===== src/rtl/seq_soma_pkg.sv =====
// Shared definitions for the nibble-serial adder sequencer.
//   state_t : FSM encoding (IDLE, SOMA, FIM)
//   NIB_W   : width of one nibble slice handled per cycle
//   clog2   : counter width helper, never returns less than 1
package seq_soma_pkg;

  typedef enum logic [1:0] {
    IDLE = 2'd0,
    SOMA = 2'd1,
    FIM  = 2'd2
  } state_t;

  localparam int NIB_W = 4;

  // A single-nibble configuration still needs a 1-bit counter to exist.
  function automatic int clog2(input int n);
    int r;
    r = 0;
    while ((1 << r) < n) r++;
    return (r < 1) ? 1 : r;
  endfunction

endpackage


===== src/rtl/somador_4bits.sv =====
// 4-bit combinational ripple adder.
//   A, B : 4-bit addends
//   Cin  : carry in
//   S    : 4-bit sum
//   Cout : carry out
module somador_4bits (
  input  logic [3:0] A,
  input  logic [3:0] B,
  input  logic       Cin,
  output logic [3:0] S,
  output logic       Cout
);

  logic [4:0] c;

  always_comb begin
    c    = '0;
    S    = '0;
    c[0] = Cin;
    for (int i = 0; i < 4; i++) begin
      S[i]     = A[i] ^ B[i] ^ c[i];
      c[i + 1] = (A[i] & B[i]) | (c[i] & (A[i] ^ B[i]));
    end
  end

  assign Cout = c[4];

endmodule


===== src/rtl/seq_soma_16b.sv =====
// Wide adder built by time-multiplexing one 4-bit adder, one nibble per clock.
//   clk, rst_n          : clock, asynchronous active-low reset
//   in_valid / in_ready : upstream handshake; A, B, Cin captured on acceptance
//   out_valid / out_ready : downstream handshake; S, Cout held until taken
//   busy                : high whenever the FSM is not in IDLE
//
// state | meaning
// IDLE  | waiting for operands, in_ready=1
// SOMA  | adding nibble cnt, carry kept in carry_q
// FIM   | result valid, waiting for out_ready
module seq_soma_16b
  import seq_soma_pkg::*;
#(
  parameter int N_NIB = 4
) (
  input  logic                   clk,
  input  logic                   rst_n,
  input  logic                   in_valid,
  output logic                   in_ready,
  input  logic [NIB_W*N_NIB-1:0] A,
  input  logic [NIB_W*N_NIB-1:0] B,
  input  logic                   Cin,
  output logic                   out_valid,
  input  logic                   out_ready,
  output logic [NIB_W*N_NIB-1:0] S,
  output logic                   Cout,
  output logic                   busy
);

  localparam int W  = NIB_W * N_NIB;
  localparam int CW = clog2(N_NIB);

  state_t          state_q, state_d;
  logic [W-1:0]    a_q, b_q;
  logic            carry_q;
  logic [CW-1:0]   cnt;
  logic [NIB_W-1:0] nib_a, nib_b, nib_s;
  logic            nib_cout;
  logic            accept, last;

  assign in_ready  = (state_q == IDLE);
  assign out_valid = (state_q == FIM);
  assign busy      = (state_q != IDLE);
  assign accept    = in_valid && in_ready;
  assign last      = (cnt == CW'(N_NIB - 1));

  // Nibble select written as a decode so the counter never indexes out of range.
  always_comb begin
    nib_a = '0;
    nib_b = '0;
    for (int i = 0; i < N_NIB; i++) begin
      if (cnt == CW'(i)) begin
        nib_a = a_q[i*NIB_W +: NIB_W];
        nib_b = b_q[i*NIB_W +: NIB_W];
      end
    end
  end

  somador_4bits u_add (
    .A    (nib_a),
    .B    (nib_b),
    .Cin  (carry_q),
    .S    (nib_s),
    .Cout (nib_cout)
  );

  always_ff @(posedge clk or negedge rst_n) begin
    if (!rst_n) state_q <= IDLE;
    else        state_q <= state_d;
  end

  always_comb begin
    state_d = state_q;
    case (state_q)
      IDLE:    if (accept) state_d = SOMA;
      SOMA:    if (last) state_d = FIM;
      FIM:     if (out_ready) state_d = IDLE;
      default: state_d = IDLE;
    endcase
  end

  always_ff @(posedge clk or negedge rst_n) begin
    if (!rst_n) begin
      a_q     <= '0;
      b_q     <= '0;
      carry_q <= 1'b0;
      cnt     <= '0;
      S       <= '0;
      Cout    <= 1'b0;
    end else begin
      case (state_q)
        IDLE: begin
          if (accept) begin
            a_q     <= A;
            b_q     <= B;
            carry_q <= Cin;
            cnt     <= '0;
            S       <= '0;
          end
        end
        SOMA: begin
          for (int i = 0; i < N_NIB; i++) begin
            if (cnt == CW'(i)) S[i*NIB_W +: NIB_W] <= nib_s;
          end
          carry_q <= nib_cout;
          if (last) Cout <= nib_cout;
          else      cnt  <= cnt + CW'(1);
        end
        default: ;
      endcase
    end
  end

endmodule


===== config.mk =====
export PLATFORM = sky130hd
export DESIGN_NAME = seq_soma_16b
export DESIGN_NICKNAME = d
export VERILOG_FILES = /design/src/rtl/seq_soma_pkg.sv /design/src/rtl/somador_4bits.sv /design/src/rtl/seq_soma_16b.sv
export SDC_FILE = /design/constraint.sdc
export NUM_CORES = 1
export LEC_CHECK = 0
export ABC_AREA = 1
export BUFFER_PORTS_ARGS = -buffer_cell sky130_fd_sc_hd__buf_4
export CAP_MARGIN = 5
export CORE_MARGIN = 2
export CORE_UTILIZATION = 58
export CTS_CLUSTER_DIAMETER = 200
export DETAILED_ROUTE_END_ITERATION = 6
export PLACE_DENSITY = 0.95
export REMOVE_ABC_BUFFERS = 1
export SYNTH_ARGS = -nofsm -noshare
export SYNTH_HDL_FRONTEND = slang
export SYNTH_SLANG_ARGS = --single-unit

===== constraint.sdc =====
create_clock -name clk -period 6 [get_ports clk]
set_clock_uncertainty 0.05 [all_clocks]
set_input_delay 0.9 -clock clk [delete_from_list [all_inputs] [get_ports clk]]
set_output_delay 0.9 -clock clk [all_outputs]
set_load 0.005 [all_outputs]

Word-level counts from Yosys, hierarchy flattened
Index checks and enable logic that the tools add are counted.
{"block": "totals", "regBits": 54, "latch_bits": 0, "ramBits": 0, "romBits": 0, "inputBits": 37, "memories": 0}
{"block": "op_classes", "add_sub_neg": 1, "n_mul": 0, "n_div": 0, "order_cmp": 0, "eq_ne": 12, "shifts": 0, "mux": 23, "bitwise": 20, "reduce_logical": 14}
{"cell": "2-to-1 mux 4 bit", "count": 12}
{"cell": "one-hot mux 16 bit (2 select lines)", "count": 1}
{"cell": "AND reduction 3 bit", "count": 6}
{"cell": "2-to-1 mux 16 bit", "count": 1}
{"cell": "2-to-1 mux 2 bit", "count": 5}
{"cell": "inequality test 2 bit (second input constant)", "count": 5}
{"cell": "AND 1 bit", "count": 8}
{"cell": "bitwise XOR 1 bit", "count": 8}
{"cell": "equality test 2 bit (second input constant)", "count": 3}
{"cell": "one-hot mux 2 bit (3 select lines)", "count": 1}
{"cell": "AND reduction 2 bit", "count": 3}
{"cell": "equality test 2 x 1 -> 1 bit (second input constant)", "count": 2}
{"cell": "zero test 2 bit", "count": 2}
{"cell": "inequality test 2 x 1 -> 1 bit (second input constant)", "count": 2}
{"cell": "OR 1 bit", "count": 4}
{"cell": "one-hot mux 2 bit (2 select lines)", "count": 1}
{"cell": "nonzero test 2 bit", "count": 2}
{"cell": "adder 2 x 1 -> 2 bit (second input constant)", "count": 1}
{"cell": "one-hot mux 1 bit (2 select lines)", "count": 1}
{"cell": "logical AND 1 bit", "count": 1}
{"cell": "2-to-1 mux 1 bit", "count": 1}

Depth between registers and ports, before layout
Gate-level depths: netlist (run 1).
{"block": "depth", "word_depth": 15, "ltp_mapped": 19, "mapped_depth_nobuf": 18}

Cells and area by module
A second synthesis (run 1) with hierarchy kept.
{"block": "unflattened", "hier_cells": 338, "hier_area_um2": 2791.4}
{"mod": "seq_soma_16b", "n_inst": 1, "cells_per_inst": 324, "area_per_inst_um2": 2673.8, "seq_area_each_um2": 1351.3}
{"mod": "somador_4bits", "n_inst": 1, "cells_per_inst": 14, "area_per_inst_um2": 117.6, "seq_area_each_um2": 0.0}

Worst setup path before layout (run 1)
Ideal clock, no wire load.
{"block": "synth_timing", "kind": "register -> register", "start": "register cnt[0]", "end": "register S[3]", "t_arrival_ns": 2.988, "t_required_ns": 5.885, "slack_ns": 2.898, "stages_incl_launch_ff": 19, "n_path_buf": 1, "synth_period_minus_slack_ns": 3.102, "path_cell_list": "dfrtp_1 -> inv_1 -> ha_1 -> buf_2 -> inv_1 -> nor2_1 -> nor2_1 -> nand2_1 -> nand2_1 -> fa_1 -> inv_1 -> fa_1 -> inv_1 -> fa_1 -> fa_1 -> inv_1 -> nor2_1 -> nand2_1 -> nand2_1"}
{"block": "synth_between", "elab_chain_len": 15, "elab_cells_between_ends": 30, "cone_classes": "4 x eq/ne; 10 x mux; 14 x bitwise; 2 x reduce/logical"}
{"item": "start: declaration", "line": "seq_soma_16b.sv:36", "source": "logic [CW-1:0] cnt;"}
{"item": "start signal: assignment", "line": "seq_soma_16b.sv:107", "source": "else cnt <= cnt + CW'(1);"}
{"item": "zero test 2 bit", "line": "seq_soma_16b.sv:52, seq_soma_16b.sv:103"}
{"item": "2-to-1 mux 4 bit (4 in series)", "line": "seq_soma_16b.sv:52", "source": "if (cnt == CW'(i)) begin"}
{"item": "bitwise XOR 1 bit", "line": "somador_4bits.sv:22", "source": "c[i + 1] = (A[i] & B[i]) | (c[i] & (A[i] ^ B[i]));"}
{"item": "AND 1 bit", "line": "somador_4bits.sv:22"}
{"item": "OR 1 bit", "line": "somador_4bits.sv:22"}
{"item": "AND 1 bit", "line": "somador_4bits.sv:22"}
{"item": "OR 1 bit", "line": "somador_4bits.sv:22"}
{"item": "AND 1 bit", "line": "somador_4bits.sv:22"}
{"item": "OR 1 bit", "line": "somador_4bits.sv:22"}
{"item": "bitwise XOR 1 bit", "line": "somador_4bits.sv:21", "source": "S[i] = A[i] ^ B[i] ^ c[i];"}
{"item": "2-to-1 mux 4 bit", "line": "seq_soma_16b.sv:103", "source": "if (cnt == CW'(i)) S[i*NIB_W +: NIB_W] <= nib_s;"}
{"item": "one-hot mux 16 bit (2 select lines)", "line": "seq_soma_16b.sv:91", "source": "case (state_q)"}
{"item": "end signal: indexed assignment", "line": "seq_soma_16b.sv:103"}
{"item": "end: declaration", "line": "seq_soma_16b.sv:25", "source": "output logic [NIB_W*N_NIB-1:0] S,"}
Parallel ways exist; a longest one is shown, timed or not. The select of a mux whose other input is x is not followed.
A chain may end at the register's enable or synchronous reset.

Final worst setup path (run 1)
{"block": "layout_timing", "start": "register cnt[0]", "end": "register S[11]"}
{"block": "layout_between", "elab_chain_len": 15, "elab_cells_between_ends": 30, "cone_classes": "4 x eq/ne; 10 x mux; 14 x bitwise; 2 x reduce/logical"}
{"item": "zero test 2 bit", "line": "seq_soma_16b.sv:52"}
{"item": "2-to-1 mux 4 bit (4 in series)", "line": "seq_soma_16b.sv:52"}
{"item": "bitwise XOR 1 bit", "line": "somador_4bits.sv:22"}
{"item": "AND 1 bit", "line": "somador_4bits.sv:22"}
{"item": "OR 1 bit", "line": "somador_4bits.sv:22"}
{"item": "AND 1 bit", "line": "somador_4bits.sv:22"}
{"item": "OR 1 bit", "line": "somador_4bits.sv:22"}
{"item": "AND 1 bit", "line": "somador_4bits.sv:22"}
{"item": "OR 1 bit", "line": "somador_4bits.sv:22"}
{"item": "bitwise XOR 1 bit", "line": "somador_4bits.sv:21"}
{"item": "2-to-1 mux 4 bit", "line": "seq_soma_16b.sv:103"}
{"item": "one-hot mux 16 bit (2 select lines)", "line": "seq_soma_16b.sv:91"}
Parallel ways exist; a longest one is shown, timed or not. The select of a mux whose other input is x is not followed.

==> results.sh, run 1 <==
export IMPL_whs_ns=0.434
export IMPL_cts_tree="yes"
export IMPL_cts_hold_buf=0
export IMPL_rows=24
export IMPL_synth_edf_count=0
export IMPL_clock_latency_ns=0.31
export IMPL_layout_setup_ws_ns=2.37
export IMPL_setup_viol=0
export IMPL_slew_viol_final=0
export IMPL_pwr_share_clk_pct=11.5
export IMPL_synth_most_common_cell="nand2_1"
export IMPL_synthCells=330
export IMPL_dieHeight_um=72.2
export IMPL_drv_cap=0
export IMPL_cp_startpoint="cnt[0]"
export IMPL_swShare_pct=46.0
export IMPL_via_per_inst=5.40
export IMPL_drt_iter0_drc=225
export IMPL_port_buffers=56
export IMPL_worst_slew_pin_slew_ns=0.658
export IMPL_clk_pin_slew_ns=0.09
export IMPL_path_cells="inv_1 -> ha_1 -> inv_1 -> nor2_1 -> nor2_1 -> nand2_1 -> nand2_1 -> fa_1 -> inv_1 -> fa_1 -> inv_1 -> fa_1 -> fa_1 -> inv_1 -> nor2_1 -> nand2_1 -> nand2_1"
export IMPL_cts_buffers=5
export IMPL_synth_main_ff_cell="dfrtp_1"
export IMPL_power_switching_uw=823
export IMPL_ys_types=24
export IMPL_grt_pass1_wl_um=10000
export IMPL_met2_usage_pct=40.3
export IMPL_synthArstFlopShare_pct=100
export IMPL_first_pass_iters=5
export IMPL_p_seq_share_pct=35.8
export IMPL_ant_nets=0
export IMPL_cts_htree_levels=2
export IMPL_slew_headroom_pct=56.1
export IMPL_start_util_pct=61.1
export IMPL_avgSynthCellArea_um2=8.17
export IMPL_dp_hpwl_um=4120
export IMPL_hp_class="flop to flop"
export IMPL_clockBufferDepth=2
export IMPL_cp_slowest_stage_delay_ns=0.48
export IMPL_fill_cells=354
export IMPL_tns_ns=0
export IMPL_end_kind="flop"
export IMPL_synth_top_area_share_pct=50.1
export IMPL_cp_num_buf_inv=5
export IMPL_core_area_um2=4410
export IMPL_die_area_um2=5210
export IMPL_crit_family="adder cells"
export IMPL_wl_per_cell_um=13.4
export IMPL_utilization_pct=71.8
export IMPL_ys_seq_area_share_pct=50.1
export IMPL_min_period_over_period_pct=60.5
export IMPL_crit_fanout=10
export IMPL_synth_seq_cells=54
export IMPL_grt_max_degree=63
export IMPL_layout_drive_gt1_share_pct=19.8
export IMPL_post_cts_buffers=0
export IMPL_critPathSlowestCell="fa_1"
export IMPL_min_from="a_q[13]"
export IMPL_overflow=0
export IMPL_cp_required_ns=6.20
export IMPL_r2r_slack_ns=2.37
export IMPL_area_delta_synth_final_pct=17.4
export IMPL_grt_pass1_vias=2259
export IMPL_die_w_um=72.2
export IMPL_place_gp_congestion=0.965
export IMPL_cts_root_buf="clkbuf_8"
export IMPL_status="finished clean"
export IMPL_start_kind="flop"
export IMPL_period_minus_slack_ns=3.63
export IMPL_vias=2321
export IMPL_n_antenna_cell=0
export IMPL_p_comb_share_pct=52.7
export IMPL_criticalPathCategory="flop to flop"
export IMPL_p_leak_uw=0.00179
export IMPL_busiest_layer="met2"
export IMPL_pre_cts_slack_ns=2.50
export IMPL_clock_sinks=54
export IMPL_cp_common_cell="inv_1"
export IMPL_grt_util_all_layers_pct=24.5
export IMPL_ir_drop_mv=0.268
export IMPL_cts_resized=0
export IMPL_powerDensity_nw_per_um2=565
export IMPL_critical_path_arrival_ns=3.83
export IMPL_internal_power_uw=968
export IMPL_ys_warn_count=0
export IMPL_antenna_found_initial=0
export IMPL_globalRouteMet3Util_pct=3.33
export IMPL_finalHoldViolCount=0
export IMPL_r2r_start="cnt[0]"
export IMPL_max_freq_mhz=276
export IMPL_synth_commonest_cells="nand2_1 (126), dfrtp_1 (54), nand3_1 (52)"
export IMPL_grt_use_met1_pct=33.2
export IMPL_layout_nets=422
export IMPL_drt_wl_total_um=5770
export IMPL_drc=0
export IMPL_io_pins=57
export IMPL_syn_area_um2=2700
export IMPL_yosysTopAreaCell="dfrtp_1"
export IMPL_grt_setup_unrepaired="false"
export IMPL_synth_area_leaders="dfrtp_1 (50%), nand2_1 (18%), nand3_1 (9.6%)"
==> worst reg2reg max path: stages (launching register included) <==
cell and delay, ns:
dfrtp_1 0.43, inv_1 0.11, ha_1 0.43, inv_1 0.23, nor2_1 0.13, nor2_1 0.05
nand2_1 0.10, nand2_1 0.09, fa_1 0.40, inv_1 0.07, fa_1 0.16, inv_1 0.05
fa_1 0.37, fa_1 0.48, inv_1 0.04, nor2_1 0.22, nand2_1 0.10, nand2_1 0.06
==> flip-flops by register name (all words and copies together), names as in the netlist <==
signal   count
a_q         16
b_q         16
cnt          2
Cout         1
carry_q      1
S           16
state_q      2
==> cell type report <==
| type | instances | area [um^2] | share of cell area, % |
|---|---|---|---|
| clock inverter | 1 | 5.00 | 0.158 |
| tap | 52 | 65.1 | 2.05 |
| inverter | 20 | 75.1 | 2.37 |
| clock buffer | 7 | 86.3 | 2.73 |
| sequential | 54 | 1350 | 42.7 |
| timing repair buffer | 56 | 420 | 13.3 |
| multi-input combinational | 240 | 1160 | 36.8 |
==> layer usage <==
| metal | share of wire (%) | up-vias | wire (um) |
|---|---|---|---|
| met5 | 0 | - | 0 |
| met1 | 43 | 1089 | 2460 |
| li1 | - | 1135 | - |
| met3 | 6.1 | 12 | 351 |
| met2 | 50 | 85 | 2870 |
| met4 | 1.4 | 0 | 83 |
==> final timing paths <==
kind                                 to  depth (start not counted)
worst max-delay path              S[11]                         17
worst min-delay path            a_q[13]                          2
worst max register to register    S[11]                         17
worst min register to register  a_q[13]                          2
max in group asynchronous          Cout                          1
min in group asynchronous        b_q[6]                          1
==> metrics by stage <==
stage | area [um^2] | power, uW | instances
after floorplan | 2590 | 1280 | 314
after global placement | 3080 | 1530 | 422
after detailed placement | 3080 | 1570 | 422
after CTS | 3170 | 1780 | 430
after global routing | 3170 | 1980 | 430
final | 3170 | 1790 | 430
==> power by group through the flow <==
stage	sequential, uW	combinational, uW	clock (uW)
floorplan	615	660	0
global placement	639	887	0
detailed placement	645	928	0
CTS	639	941	205
global route	658	1100	223
finish	642	943	206
==> cell usage in the layout (no fill, tap or decap), types with 3 or more instances in the layout <==
cell	instances
nand3_1	52
nand2_2	3
nor2_1	21
nand2_4	4
fa_1	4
a21oi_1	17
nand2_1	126
clkbuf_8	6
ha_1	4
buf_4	56
dfrtp_1	54
inv_1	18
==> logic make-up (layout without fill, tap and decap cells) <==
kind of cell / after synthesis / count (layout) / synth area share (%)
adders and majority gates: 8 / 8 / 4.82
AOI/OAI and AO/OA: 22 / 22 / 4.27
and+or+nand+nor: 210 / 210 / 34.1
buffers and inverters: 36 / 84 / 6.73
DFF: 54 / 54 / 50.1
Power figures use the tool's default switching activity.
==> inputs of run 2 (changes only) <==
--- a/config.mk
+++ b/config.mk
@@ -5,14 +5,14 @@
 export SDC_FILE = /design/constraint.sdc
 export NUM_CORES = 1
 export LEC_CHECK = 0
-export ABC_AREA = 1
+export ABC_AREA = 0
 export BUFFER_PORTS_ARGS = -buffer_cell sky130_fd_sc_hd__buf_4
 export CAP_MARGIN = 5
 export CORE_MARGIN = 2
-export CORE_UTILIZATION = 58
+export CORE_UTILIZATION = 54
 export CTS_CLUSTER_DIAMETER = 200
 export DETAILED_ROUTE_END_ITERATION = 6
-export PLACE_DENSITY = 0.95
+export PLACE_DENSITY = 0.9
 export REMOVE_ABC_BUFFERS = 1
 export SYNTH_ARGS = -nofsm -noshare
 export SYNTH_HDL_FRONTEND = slang
==> constraint.sdc (replaced) <==
create_clock -name clk -period 3.4 [get_ports clk]
set_clock_uncertainty 0.05 [all_clocks]
set_input_delay 0.51 -clock clk [delete_from_list [all_inputs] [get_ports clk]]
set_output_delay 0.51 -clock clk [all_outputs]
set_load 0.005 [all_outputs]
==> run 2 against run 1 <==
  * Via count is 19% lower
  * Flip-flop and latch count stayed put
  * Global-route usage is 3.2 points lower
  * Sequential share of layout area is 1.1 points lower
  * Maximum frequency is 13% higher
  * Hold slack worse by 0.27 ns
  * Power is 90% higher
  * Routed wire length is 5.5% lower
  * Area after synthesis is 1.7% lower
  * Final area is 2.7% higher
  * Worst setup slack worse by 2.2 ns
  * Cell count is 20% lower
  * Critical path type unchanged
  * Largest cell class unchanged
==> results.sh, run 2 <==
export IMPL_status="finished clean"
export IMPL_ys_types=30
export IMPL_layout_nets=320
export IMPL_clock_latency_ns=0.32
export IMPL_layout_drive_gt1_share_pct=39.9
export IMPL_grt_pass1_vias=1918
export IMPL_place_gp_congestion=0.745
export IMPL_clockBufferDepth=2
export IMPL_layout_commonest_cell="buf_4"
export IMPL_drc=0
export IMPL_ys_warn_count=0
export IMPL_hp_class="input port to asynchronous set/reset pin"
export IMPL_worst_slew_pin_slew_ns=0.774
export IMPL_slew_headroom_pct=48.4
export IMPL_setup_viol=0
export IMPL_cp_common_cell="fa_1"
export IMPL_utilization_pct=68.9
export IMPL_grt_max_degree=55
export IMPL_critical_path_arrival_ns=3.39
export IMPL_core_area_um2=4720
export IMPL_grt_setup_unrepaired="false"
export IMPL_port_buffers=56
export IMPL_first_pass_iters=5
export IMPL_cp_startpoint="cnt[0]"
export IMPL_dp_hpwl_um=3970
export IMPL_layout_common_cells="buf_4 (59), dfrtp_1 (53), nand2_1 (40)"
export IMPL_synth_top_area_share_pct=50.9
export IMPL_ant_nets=0
export IMPL_overflow=0
export IMPL_cts_root_buf="clkbuf_8"
export IMPL_clock_sinks=54
export IMPL_n_antenna_cell=0
export IMPL_yosysTopAreaCell="dfrtp_1"
export IMPL_synth_most_common_cell="dfrtp_1"
export IMPL_tns_ns=0
export IMPL_area_delta_synth_final_pct=22.6
export IMPL_rows=25
export IMPL_critPathSlowestCell="fa_1"
export IMPL_cts_htree_levels=2
export IMPL_syn_area_um2=2650
export IMPL_crit_fanout=7
export IMPL_via_per_inst=5.49
export IMPL_max_freq_mhz=312
export IMPL_reg_top3="S (16), a_q (16), b_q (16)"
export IMPL_cts_tree="yes"
export IMPL_start_kind="flop"
export IMPL_synth_edf_count=0
export IMPL_drt_iter0_drc=192
export IMPL_synth_main_ff_cell="dfrtp_1"
export IMPL_end_kind="flop"
export IMPL_cts_buffers=5
export IMPL_dieHeight_um=74.1
export IMPL_drv_cap=0
export IMPL_avgSynthCellArea_um2=12.1
export IMPL_antenna_found_initial=0
export IMPL_powerDensity_nw_per_um2=1050
export IMPL_grt_util_all_layers_pct=21.3
export IMPL_path_cells="inv_1 -> ha_1 -> nor2b_4 -> a22oi_1 -> a21oi_1 -> fa_1 -> inv_1 -> fa_1 -> inv_1 -> fa_1 -> fa_1 -> nand2b_1 -> o211ai_1"
export IMPL_clk_pin_slew_ns=0.10
export IMPL_post_cts_buffers=0
export IMPL_drt_wl_total_um=5450
export IMPL_slew_viol_final=0
export IMPL_ys_seq_area_share_pct=50.9
export IMPL_die_w_um=74.1
export IMPL_wl_per_cell_um=15.9
export IMPL_io_pins=57
export IMPL_finalHoldViolCount=0
export IMPL_synthArstFlopShare_pct=100
export IMPL_synth_area_leaders="dfrtp_1 (51%), mux2_4 (17%), nand2_1 (5.7%)"
export IMPL_ir_drop_mv=0.573
export IMPL_cp_slowest_stage_delay_ns=0.49
export IMPL_start_util_pct=56.2
export IMPL_crit_family="adder cells"
export IMPL_vias=1882
export IMPL_synth_commonest_cells="dfrtp_1 (54), nand2_1 (40), mux2_4 (30)"
export IMPL_period_minus_slack_ns=3.20
export IMPL_min_period_over_period_pct=94.2
export IMPL_criticalPathCategory="flop to flop"
export IMPL_synth_seq_cells=54
export IMPL_synthCells=219
export IMPL_die_area_um2=5490
export IMPL_r2r_start="cnt[0]"
export IMPL_p_leak_uw=0.00152
export IMPL_grt_pass1_wl_um=8910
export IMPL_cp_required_ns=3.59
export IMPL_cp_num_buf_inv=3
## run 2: power breakdown
| part | switching [uW] | total [uW] | leakage (uW) | internal, uW |
|---|---|---|---|---|
| Sequential | 241 | 1190 | 0.000662 | 946 |
| Combinational | 909 | 1790 | 0.000800 | 883 |
| Clock | 210 | 431 | 0.0000585 | 221 |
## run 2: kinds of logic after synthesis
| kind of cell | after synthesis | share of synthesized area, % |
|---|---|---|
| flip-flops | 54 | 50.9 |
| buffers and inverters | 19 | 3.68 |
| AO/OA/AOI/OAI | 45 | 12.1 |
| adder cells (fa/ha/maj) | 8 | 4.91 |
| AND/OR/NAND/NOR | 60 | 10.1 |
| multiplexers | 33 | 18.3 |
## run 2: area by class of cell
type	instances	area [um^2]
Clock buffer	5	68.8
Clock inverter	3	43.8
Fill cell	327	1470
Inverter	9	33.8
Multi-Input combinational cell	146	1230
Sequential cell	54	1350
Tap cell	67	83.8
Timing Repair Buffer	59	443
## run 2: timing repair
| action | CTS | global route |
|---|---|---|
| endpoints found under the setup margin | 0 | 5 |
| gates resized for setup | 0 | 8 |
| hold buffers | 0 | 0 |
## run 2: path summary, 6_finish.rpt
check | end | slack, ns | cells after the start
hold reg to reg | b_q[13] | 0.47 | 1
setup reg to reg | S[11] | 0.20 | 13
max in group asynchronous | cnt[0] | 2.65 | 1
min in group clk | state_q[1] | 0.33 | 2
setup / recovery | S[11] | 0.20 | 13
hold / removal | b_q[7] | 0.17 | 1
## run 2: worst reg2reg max path, delay by kind of cell, from the launching register on
family,cells,cell delay [ns]
AOI/OAI and AO/OA,3,0.48
DFF,1,0.42
and+or+nand+nor,2,0.29
buffers and inverters,3,0.21
adders and majority gates,5,1.67
## run 2: per-layer routing
metal  track usage, %  wire length, um  part of all wire (%)  vias up
met5                0                0                     0        -
met4             9.49              146                   2.7        0
met3             5.15              320                   5.9       18
met2             32.4             2470                    45       63
met1             29.0             2510                    46      920
li1                 -                -                     -      881
## run 2: metrics by stage
step	hold WS, ns	power [uW]	area, um^2	std cells	setup slack [ns]
finish	0.168	3410	3250	343	0.197
detailed placement	0.444	2960	3120	335	0.0608
global route	0.216	3660	3250	343	0.00678
CTS	0.185	3400	3230	343	0.0379
floorplan	0.164	2370	2590	209	0.331
global placement	0.441	2870	3120	335	0.269
==> inputs of run 3 (changes only) <==
--- a/config.mk
+++ b/config.mk
@@ -8,7 +8,7 @@
 export ABC_AREA = 0
 export BUFFER_PORTS_ARGS = -buffer_cell sky130_fd_sc_hd__buf_4
 export CAP_MARGIN = 5
-export CORE_MARGIN = 2
+export CORE_MARGIN = 3
 export CORE_UTILIZATION = 54
 export CTS_CLUSTER_DIAMETER = 200
 export DETAILED_ROUTE_END_ITERATION = 6
==> run 3 against run 2 <==
  * Power is 2.5% lower
  * Clock power is 15% lower
  * Sequential power hardly changed
  * Cell count stayed put
  * Combinational power hardly changed
  * Worst setup slack worse by 0.0013 ns
  * Flip-flop and latch count stayed put
  * Register-to-register slack hardly changed
  * Critical endpoint unchanged
  * Largest power group unchanged
  * Highest routed layer unchanged
==> results.sh, run 3 (same netlist as run 2, synthesis figures left out) <==
export IMPL_status="finished clean"
export IMPL_slew_headroom_pct=47.7
export IMPL_cp_startpoint="cnt[1]"
export IMPL_grt_setup_unrepaired="false"
export IMPL_drt_iter0_drc=151
export IMPL_fill_cells=318
export IMPL_antenna_found_initial=0
export IMPL_p_leak_uw=0.00152
export IMPL_dp_hpwl_um=4420
export IMPL_tns_ns=0
export IMPL_layout_nets=322
export IMPL_placed_cell_area_um2=3130
export IMPL_drv_cap=0
export IMPL_layout_drive_gt1_share_pct=38.1
export IMPL_cp_num_cells=13
export IMPL_cts_tree="yes"
export IMPL_layout_common_cells="buf_4 (61), dfrtp_1 (53), nand2_1 (40)"
export IMPL_dieHeight_um=76.1
export IMPL_path_cells="inv_1 -> ha_1 -> nor2b_1 -> a22oi_1 -> a21oi_1 -> fa_1 -> inv_1 -> fa_1 -> inv_1 -> fa_1 -> fa_1 -> nand2b_1 -> o211ai_1"
export IMPL_powerDensity_nw_per_um2=1030
export IMPL_drt_wl_total_um=5800
export IMPL_rows=24
export IMPL_criticalPathCategory="flop to flop"
export IMPL_wl_per_cell_um=16.9
export IMPL_cp_common_cell="fa_1"
export IMPL_first_pass_iters=4
export IMPL_critPathSlowestCell="fa_1"
export IMPL_crit_fanout=6
export IMPL_cts_buffers=5
export IMPL_r2r_cells=13
export IMPL_r2r_end="S[11]"
export IMPL_place_gp_congestion=0.812
export IMPL_ant_nets=0
export IMPL_grt_pass1_wl_um=9710
export IMPL_overflow=0
export IMPL_cts_root_buf="clkbuf_8"
export IMPL_clockBufferDepth=2
export IMPL_io_pins=57
export IMPL_area_delta_synth_final_pct=21.5
export IMPL_cp_slowest_stage_delay_ns=0.49
export IMPL_slew_viol_final=0
export IMPL_clock_latency_ns=0.31
export IMPL_worst_slew_pin_slew_ns=0.784
export IMPL_n_antenna_cell=0
export IMPL_multi_input_area_um2=1200
export IMPL_start_kind="flop"
export IMPL_start_util_pct=58.5
export IMPL_reg_top3="S (16), a_q (16), b_q (16)"
export IMPL_end_kind="flop"
export IMPL_final_cell_area_um2=3220
export IMPL_hp_class="input port to asynchronous set/reset pin"
export IMPL_period_minus_slack_ns=3.20
export IMPL_finalHoldViolCount=0
export IMPL_fin_total_pwr_uw=3320
export IMPL_grt_pass1_vias=1981
export IMPL_layout_commonest_cell="buf_4"
export IMPL_crit_family="adder cells"
export IMPL_max_freq_mhz=312
export IMPL_whs_ns=0.171
export IMPL_via_per_inst=5.55
export IMPL_die_area_um2=5790
export IMPL_critical_path_arrival_ns=3.38
export IMPL_setup_viol=0
export IMPL_ir_drop_mv=0.529
export IMPL_clock_sinks=54
export IMPL_die_w_um=76.1
export IMPL_min_period_over_period_pct=94.3
export IMPL_grt_max_degree=55
export IMPL_clk_pin_slew_ns=0.09
export IMPL_cp_required_ns=3.57
export IMPL_vias=1903
export IMPL_cts_htree_levels=2
export IMPL_r2r_slack_ns=0.20
export IMPL_core_area_um2=4530
export IMPL_drc=0
export IMPL_cp_num_buf_inv=3
export IMPL_ff_latch_area_um2=1350
export IMPL_grt_util_all_layers_pct=21.0
export IMPL_utilization_pct=71.1
export IMPL_r2r_start="cnt[1]"
export IMPL_port_buffers=56
==> run 3: layout make-up <==
class | instances | area share [%]
flip-flops and latches | 54 | 42.0
clock buffers | 7 | 2.68
clock inverters | 1 | 0.155
repair buffers | 61 | 14.2
inverters | 9 | 1.05
well taps | 65 | 2.52
multi-input cells | 146 | 37.4
==> run 3: metal layers <==
metal	GRT usage [%]	vias to the layer above	wire [um]
met5	0	-	0
met4	7.07	0	121
met3	5.08	9	413
met2	35.2	72	2820
met1	26.9	935	2440
li1	-	887	-
==> run 3: repair_timing <==
item / CTS / global route
endpoints found under the setup margin: 0 / 3
gates resized for setup: 0 / 1
setup buffers: 0 / 0
hold buffers: 0 / 0
==> run 3: worst reg2reg max path: cells and delay by family, from the launching register on <==
kind                     cells  cell delay, ns
flip-flops                   1            0.43
AO/OA/AOI/OAI                3            0.48
adder cells (fa/ha/maj)      5            1.71
buffers and inverters        3            0.24
AND/OR/NAND/NOR              2            0.22
==> run 3: how the worst max path moves through the flow <==
stage,to,slack (ns)
4_1_cts,S[11],0.19
2_1_floorplan,S[11],0.33
6_report,S[11],0.20
3_3_place_gp,S[15],0.37
5_1_grt,S[3],0.03
3_5_place_dp,S[11],0.21
==> run 3: power by group <==
part,internal (uW),switching [uW],leakage (uW)
Clock,165,201,0.0000482
Sequential,946,241,0.000662
Combinational,876,896,0.000808
==> run 3: stage by stage <==
stage | setup slack (ns) | cells
floorplan | 0.331 | 209
global route | 0.0263 | 343
finish | 0.195 | 343
detailed placement | 0.206 | 335
CTS | 0.187 | 343
global placement | 0.369 | 335
